===== config.mk =====
export PLATFORM = sky130hd
export DESIGN_NAME = note_sequencer
export DESIGN_NICKNAME = d
export VERILOG_FILES = /design/src/rtl/note_sequencer.sv
export SDC_FILE = /design/constraint.sdc
export NUM_CORES = 1
export LEC_CHECK = 0
export CORE_UTILIZATION = 40
export CTS_BUF_LIST = sky130_fd_sc_hd__clkbuf_8 sky130_fd_sc_hd__clkbuf_16
export DETAILED_ROUTE_END_ITERATION = 16
export PLACE_DENSITY_LB_ADDON = 0.05
export SLEW_MARGIN = 5
export SYNTH_ARGS = -nofsm -noshare
export SYNTH_HDL_FRONTEND = slang
export SYNTH_SLANG_ARGS = --single-unit

===== constraint.sdc =====
create_clock -name CLK -period 6.3 [get_ports CLK]
set_input_delay 0.63 -clock CLK [delete_from_list [all_inputs] [get_ports CLK]]
set_output_delay 0.63 -clock CLK [all_outputs]
set_load 0.02 [all_outputs]

===== src/rtl/note_sequencer.sv =====
// Demo song player: walks an 8-entry song ROM and drives the one-hot note_sel bus of the tone stage.
// All outputs registered; a note is valid the cycle after a start edge; no backpressure, stop aborts on the next edge.
module note_sequencer #(
  parameter int unsigned QUARTER_NOTE = 25_000_000,
  parameter int unsigned GAP_CYCLES   = 2_500_000
) (
  input  logic       CLK,
  input  logic       RST_N,
  input  logic       start,
  input  logic       stop,
  input  logic       loop_en,
  output logic [7:0] note_sel,
  output logic       busy,
  output logic [2:0] step_idx,
  output logic       song_done
);

  localparam logic [31:0] QN = 32'(QUARTER_NOTE);
  localparam logic [31:0] GP = 32'(GAP_CYCLES);

  // Entry layout {dur[1:0], rest, code[2:0]}; an entry lasts (dur+1) quarter notes.
  localparam logic [5:0] SONG [8] = '{
    {2'd0, 1'b0, 3'd6},  // E-low
    {2'd0, 1'b0, 3'd5},  // A
    {2'd0, 1'b0, 3'd4},  // D
    {2'd0, 1'b0, 3'd3},  // G
    {2'd0, 1'b0, 3'd2},  // B
    {2'd1, 1'b0, 3'd1},  // E-high
    {2'd0, 1'b1, 3'd0},  // rest
    {2'd3, 1'b0, 3'd0}   // A-high
  };

  typedef enum logic [1:0] {S_IDLE, S_NOTE, S_GAP} state_t;

  state_t      state;
  state_t      state_nxt;
  logic [31:0] cnt;
  logic        start_q;
  logic        start_edge;
  logic [2:0]  idx_nxt;
  logic        done_nxt;
  logic [7:0]  note_nxt;
  logic        busy_nxt;
  logic [1:0]  cur_dur;
  logic [31:0] note_len;
  logic        nxt_rest;
  logic [2:0]  nxt_code;

  assign start_edge = start & ~start_q;
  assign cur_dur    = SONG[step_idx][5:4];
  // Sounding part of the entry; the gap is carved out of the entry's own period.
  assign note_len   = ({30'd0, cur_dur} + 32'd1) * QN - GP;
  assign nxt_rest   = SONG[idx_nxt][3];
  assign nxt_code   = SONG[idx_nxt][2:0];

  always_ff @(posedge CLK or negedge RST_N) begin
    if (!RST_N) begin
      state     <= S_IDLE;
      cnt       <= '0;
      start_q   <= 1'b0;
      step_idx  <= 3'd0;
      note_sel  <= 8'h00;
      busy      <= 1'b0;
      song_done <= 1'b0;
    end else begin
      state     <= state_nxt;
      start_q   <= start;
      step_idx  <= idx_nxt;
      note_sel  <= note_nxt;
      busy      <= busy_nxt;
      song_done <= done_nxt;
      if (state_nxt != state || state == S_IDLE)
        cnt <= '0;
      else
        cnt <= cnt + 32'd1;
    end
  end

  always_comb begin
    state_nxt = state;
    idx_nxt   = step_idx;
    done_nxt  = 1'b0;
    if (stop) begin
      state_nxt = S_IDLE;
    end else begin
      case (state)
        S_IDLE: begin
          if (start_edge) begin
            state_nxt = S_NOTE;
            idx_nxt   = 3'd0;
          end
        end
        S_NOTE: begin
          if (cnt == note_len - 32'd1)
            state_nxt = S_GAP;
        end
        S_GAP: begin
          if (cnt == GP - 32'd1) begin
            if (step_idx != 3'd7) begin
              state_nxt = S_NOTE;
              idx_nxt   = step_idx + 3'd1;
            end else if (loop_en) begin
              state_nxt = S_NOTE;
              idx_nxt   = 3'd0;
            end else begin
              state_nxt = S_IDLE;
              done_nxt  = 1'b1;
            end
          end
        end
        default: state_nxt = S_IDLE;
      endcase
    end
  end

  // Outputs are computed from the next state so the registered values line up with it.
  always_comb begin
    note_nxt = 8'h00;
    busy_nxt = (state_nxt != S_IDLE);
    if (state_nxt == S_NOTE && !nxt_rest)
      note_nxt = 8'd1 << nxt_code;
  end

endmodule


# Word level (Yosys, flattened, before mapping)
# Memories as Yosys holds them, arrays and structs flattened.
# Cells that the tools add are included.
[op_classes] n_eq_ne=7 div_mod_pow=0 mux=24 n_addsub=5 order_cmp=2 n_reduce_logical=5 n_bitwise=4 multipliers=1 n_shift=1
[op_table] op="32-bit by 1-bit adder with 32-bit output (second input constant)" count=1
[op_table] op="32-bit by 22-bit equality test with 1-bit output (second input constant)" count=1
[op_table] op="32-bit equality test" count=1
[op_table] op="32-bit two-way mux" count=1
[op_table] op="29-bit by 2-bit subtractor with 30-bit output (second input constant)" count=1
[op_table] op="28-bit by 22-bit subtractor with 29-bit output (second input constant)" count=1
[op_table] op="3-bit by 19-bit multiplier with 22-bit output (second input constant)" count=1
[op_table] op="3-bit two-way mux" count=5
[op_table] op="6-bit two-way mux" count=2
[op_table] op="4-bit greater-or-equal comparator (second input constant)" count=2
[op_table] op="2-bit two-way mux" count=4
[op_table] op="4-bit two-way mux" count=2
[op_table] op="8-bit two-way mux" count=1
[op_table] op="3-bit NOT with 4-bit output" count=2
[op_table] op="1-bit by 3-bit left shift with 8-bit output (first input constant)" count=1
[op_table] op="1-bit two-way mux" count=7
[op_table] op="2-bit one-hot mux with 3 select lines" count=1
[op_table] op="3-bit one-hot mux with 2 select lines" count=1
[op_table] op="2-bit by 1-bit equality test with 1-bit output (second input constant)" count=2
[op_table] op="2-bit by 1-bit adder with 3-bit output (second input constant)" count=1
[op_table] op="3-bit by 1-bit adder with 3-bit output (second input constant)" count=1
[op_table] op="3-bit != test (second input constant)" count=1
[op_table] op="2-bit equality test (second input constant)" count=1
[op_table] op="2-bit zero test" count=1
[op_table] op="7 further kinds" count=7
[totals] output_inout_bits=13 mem_count=2 ramBits=0 regBits=48 romBits=96 latch_bits=0
[mem_list] name="(name not given)" words=8 word_bits=6 rd=1 rd_clocked_by_memory_dff=0 write_ports=0 line="54" source="assign nxt_code = SONG[idx_nxt][2:0];"
[mem_list] name="(name not given)" words=8 word_bits=6 rd=1 rd_clocked_by_memory_dff=0 write_ports=0 line="50" source="assign cur_dur = SONG[step_idx][5:4];"

# Logic depth before layout (Yosys ltp)
[logic_depth] ltp_word=15 ltp_mapped=15 depth_no_buf=13

# Least setup slack after synthesis
# Ideal clock, no wire load.
[synth_path] path_type="register to register" start="reg step_idx[0]" end="reg cnt[8]" synth_period_minus_slack_ns=3.911 arrival_ns=3.777 setup_ns=0.134 required_ns=6.166 path_slack_ns=2.389 path_stages_with_launch=16 cell_sequence="dfrtp_1 > ha_1 > ha_1 > ha_1 > clkbuf_1 > inv_1 > ha_1 > ha_1 > nand4bb_1 > a211o_1 > and4_1 > o211ai_2 > nand4b_4 > nor3b_4 > buf_6 > nor4_2"
[synth_between] elab_chain_len=15 word_cells_on_any_way=18 cone_classes="add/sub (3); mul (1); eq/ne (3); mux (8); bitwise (1); reduce/logical (1); memory (1)"
[synth_lines] element="start, declared" line="14" source="output logic [2:0] step_idx,"
[synth_lines] element="start signal, assigned" line="68" source="step_idx <= idx_nxt;"
[synth_lines] element="3-bit NOT with 4-bit output (not written as such)" line="50"
[synth_lines] element="memory 8 x 6 bit"
[synth_lines] element="6-bit two-way mux (not written as such) (2 in series)" line="50"
[synth_lines] element="2-bit by 1-bit adder with 3-bit output" line="52" source="assign note_len = ({30'd0, cur_dur} + 32'd1) * QN - GP;"
[synth_lines] element="3-bit by 19-bit multiplier with 22-bit output" line="52"
[synth_lines] element="28-bit by 22-bit subtractor with 29-bit output" line="52"
[synth_lines] element="29-bit by 2-bit subtractor with 30-bit output" line="94" source="if (cnt == note_len - 32'd1)"
[synth_lines] element="32-bit equality test" line="94"
[synth_lines] element="2-bit two-way mux" line="94"
[synth_lines] element="2-bit one-hot mux with 3 select lines (*)" line="86" source="case (state)"
[synth_lines] element="2-bit two-way mux (*)" line="83" source="if (stop) begin"
[synth_lines] element="2-bit != test (*)" line="72" source="if (state_nxt != state || state == S_IDLE)"
[synth_lines] element="1-bit logical OR (*)" line="72"
[synth_lines] element="32-bit two-way mux (*)" line="72"
[synth_lines] element="end signal, assigned" line="75" source="cnt <= cnt + 32'd1;"
[synth_lines] element="end, declared" line="37" source="logic [31:0] cnt;"
# Every way passes the cells marked *; elsewhere a longest branch is shown, timed or not. The select of a mux whose other input is x is not followed.

# Final worst setup path
[layout_path] start="reg step_idx[0]" end="reg cnt[20]"
# The elaborated chain is that of the path after synthesis.

==> results.txt <==
- Final Hold Viols: 0
* Sum of routed wire length over all layers: 7659 um
- Share of post-route cells with drive strength above 1: 0.1491
- 18 I/O pins were placed.
- After the first detailed-routing iteration, the DRC count stood at 106.
- Post-cts resize count: 0
* Shortest period the worst path allows: 4147 ps
* Maximum clock frequency: 0.2411 GHz
- Post-route clock skew: 9.557 ps
- Post-layout power: 535.3 uW
- After floorplanning, the core was sized to cover 0.008217 mm2.
* TritonCTS Buffers: 5
- Register area share after synthesis: 0.3548
- Static power due to leakage: 0.001424 uW
- The most used flip-flop cell after synthesis is sky130_fd_sc_hd__dfrtp_1.
* Setup TNS: 0 ps
- STA classifies the critical path startpoint as a flop.
- Setup repair after global routing left no endpoint under its margin.
- Critical path required time: 6470 ps
* Critical Path Sink Type: flop
- Counting the fill cells in the layout gives 790.
* Count of port buffers added during placement: 17
- Summed over all nets, the half-perimeter wirelength after detailed placement is 5360 um.
* Via-per-instance ratio: 5.539
* Chain of cells forming the critical path: ha_1 -> ha_1 -> ha_1 -> inv_1 -> ha_1 -> ha_1 -> nand4bb_1 -> a211o_1 -> a21boi_0 -> a211oi_1 -> nand4b_4 -> nor3b_4 -> buf_4 -> nor3_2
* Tot GR Track Use: 0.1905
- First-pass GRT wire length: 13010 um
- Post-route fraction of the period consumed by the critical path: 0.6583
* Largest net degree at the start of global routing: 49
- The critical path in this run is classified as reg -> reg.
- The netlist uses 67 different library cells.
* Chip Width: 94 um
* Most common cell on crit path: sky130_fd_sc_hd__ha_1
- Clock-pin slew was measured on the worst setup and hold paths at 90 ps.
- Worst Path Max Fanout: 24
* Total number of placement rows: 33
- Result of the run: completed
* Number of nets with antenna violations after detailed routing: 0
- Worst-case reg-to-reg path depth: 14
- Area of combinational cells with multiple inputs: 0.001994 mm2
- Routed wire length per instance: 17.13 um
- TritonCTS built the clock tree.
* Clock insertion delay at the later pin of the skew report: 310 ps
- The worst-case IR drop observed on VDD is 0.07474 mV.
- On the worst path, the slowest cell contributes a delay of 460 ps.
- Hold-fix buffer count after cts: 0
- Level count of the clock H-tree: 2
* Rel. slew slack: 0.5496
- For the pin with the worst max-slew slack, the measured transition is 675.6 ps.
- FF+latch count, synth: 48
* Clock root buffer: sky130_fd_sc_hd__clkbuf_8
* Number of buffers on the longest clock path: 2
- Clk sinks: 48
* Mapped Nets: 352
- Final weighted congestion in routability-driven placement: 0.8324
* Cell Area, Synth: 0.003386 mm2
- The number of antenna violations at the first check in global routing was 0.
- For this run, the detailed router's first-pass iteration total came to 4.
- Count of endpoints failing setup in the final report: 0
- Of all flip-flops after synthesis, the portion carrying an async set or reset was 1.000.
* Die outline area: 0.008836 mm2
- In this run the vertical extent of the chip is 94 um.
- Number of pins exceeding their max-slew limit in the final report: 0
- Area of all placed cells without fillers: 0.003657 mm2
* Data arrival time of the worst path: 4320 ps
* Total of warnings raised by yosys: 0
- Averaged over all synthesized cells, the footprint is 10.29 um2.
* Total inserted antenna cells: 0
* Initial standard-cell utilization of the core: 0.4121
- Power spread over the standard cell area amounts to 146.4 mW/mm2.
* Vias in the first global route: 2536
- Placed Instance Area: 0.003563 mm2
* Setup bufs post-CTS: 0
- Number of nets in the finished design: 364
* Vias: 2476
- P&R area growth vs syn: 8.019%
* Max capacitance violation total: 0
- In this run the worst hold path is classified as in -> async.
- For this run the aggregate overflow at the end of global routing stands at 0.
* Worst-path cell with the longest stage delay: sky130_fd_sc_hd__dfrtp_1
- Drc violations: 0
* Post-synthesis instance total: 329
- Total area of sequential cells: 0.001201 mm2
* Number of enable flip-flop cells after synthesis: 0
-- cells by family after synthesis --
group | synth area share
DFF | 0.3548
buffers and inverters | 0.05617
xor gates and xnor gates | 0.1038
AOI/OAI and AO/OA | 0.09425
muxes | 0.002957
and+or+nand+nor | 0.3215
adders and majority gates | 0.06652
-- layer usage --
metal | routed length (um) | GRT usage
met4 | 105 | 0.05897
met1 | 3859 | 0.2655
met2 | 3486 | 0.3017
met3 | 207 | 0.02994
met5 | 0 | 0
-- state kept, by name, indices dropped and copies added, names as in the netlist --
signal / count
song_done: 1
state: 2
cnt: 32
start_q: 1
busy: 1
step_idx: 3
note_sel: 8
-- critical path: cells and delay by family (launching register included) --
| family | cells | cell delay [ps] |
|---|---|---|
| flops | 1 | 460 |
| simple gates | 4 | 710 |
| compound gates | 3 | 690 |
| fa+ha+maj | 5 | 1670 |
| buf+inv | 2 | 490 |
-- per-stage QoR --
stage                 util  instances  hold WS [ps]  setup WS, ps
detailed placement  0.4337        439         539.7          2162
finish              0.4451        447         432.8          2153
floorplan                -        329         334.4          2389
global route        0.4451        447         493.7          1774
global placement    0.4337        439         541.0          2245
CTS                 0.4451        447         455.6          2133
-- worst paths after layout --
| path | slack [ps] | start | endpoint |
|---|---|---|---|
| max in group asynchronous | 5410 | RST_N | state[1] |
| worst min-delay path | 430 | RST_N | cnt[22] |
| worst max-delay path | 2150 | step_idx[0] | cnt[20] |
| min in group CLK | 560 | cnt[31] | cnt[31] |
| worst max register to register | 2150 | step_idx[0] | cnt[20] |
| worst min register to register | 560 | cnt[31] | cnt[31] |
-- layout by cell type, fill, tap and decap left out, types with 13 or more instances in the layout --
cell                              Yosys  final
sky130_fd_sc_hd__nor2_1              21     21
sky130_fd_sc_hd__ha_1                18     18
sky130_fd_sc_hd__xor2_1              20     20
sky130_fd_sc_hd__clkdlybuf4s50_1      0     16
sky130_fd_sc_hd__xnor2_1             17     17
sky130_fd_sc_hd__nand3_1             20     20
sky130_fd_sc_hd__inv_1               13     14
sky130_fd_sc_hd__dfrtp_1             48     48
sky130_fd_sc_hd__nand2_1             21     21
sky130_fd_sc_hd__nor3_2              13     13
-- synth_stat cells (4+ instances only) --
| cell | count | area (um2) |
|---|---|---|
| sky130_fd_sc_hd__a21oi_1 | 10 | 50.05 |
| sky130_fd_sc_hd__and3_1 | 5 | 31.28 |
| sky130_fd_sc_hd__and4_1 | 7 | 61.31 |
| sky130_fd_sc_hd__buf_6 | 8 | 90.09 |
| sky130_fd_sc_hd__dfrtp_1 | 48 | 1201 |
| sky130_fd_sc_hd__ha_1 | 18 | 225.2 |
| sky130_fd_sc_hd__inv_1 | 13 | 48.80 |
| sky130_fd_sc_hd__nand2_1 | 21 | 78.83 |
| sky130_fd_sc_hd__nand3_1 | 20 | 100.1 |
| sky130_fd_sc_hd__nand4_1 | 9 | 56.30 |
| sky130_fd_sc_hd__nor2_1 | 21 | 78.83 |
| sky130_fd_sc_hd__nor3_1 | 10 | 50.05 |
| sky130_fd_sc_hd__nor3_2 | 13 | 130.1 |
| sky130_fd_sc_hd__nor4_1 | 9 | 56.30 |
| sky130_fd_sc_hd__nor4_2 | 8 | 100.1 |
| sky130_fd_sc_hd__or3_1 | 4 | 25.02 |
| sky130_fd_sc_hd__or4_1 | 4 | 30.03 |
| sky130_fd_sc_hd__xnor2_1 | 17 | 148.9 |
| sky130_fd_sc_hd__xor2_1 | 20 | 175.2 |
-- report_power, final --
part	internal, uW	total [uW]	switching, uW
combinational	7.85	28.3	20.5
sequential	310	311	1.15
clock	87.9	196	108
-- final cells by class --
cell class | instances | share of cell area
inverter | 13 | 0.01334
timing repair buffer | 20 | 0.05132
clock inverter | 2 | 0.003079
multi-input combinational | 253 | 0.5453
clock buffer | 6 | 0.02258
tap | 105 | 0.03592
sequential | 48 | 0.3284
No activity file was read; power rests on OpenSTA's default activity.
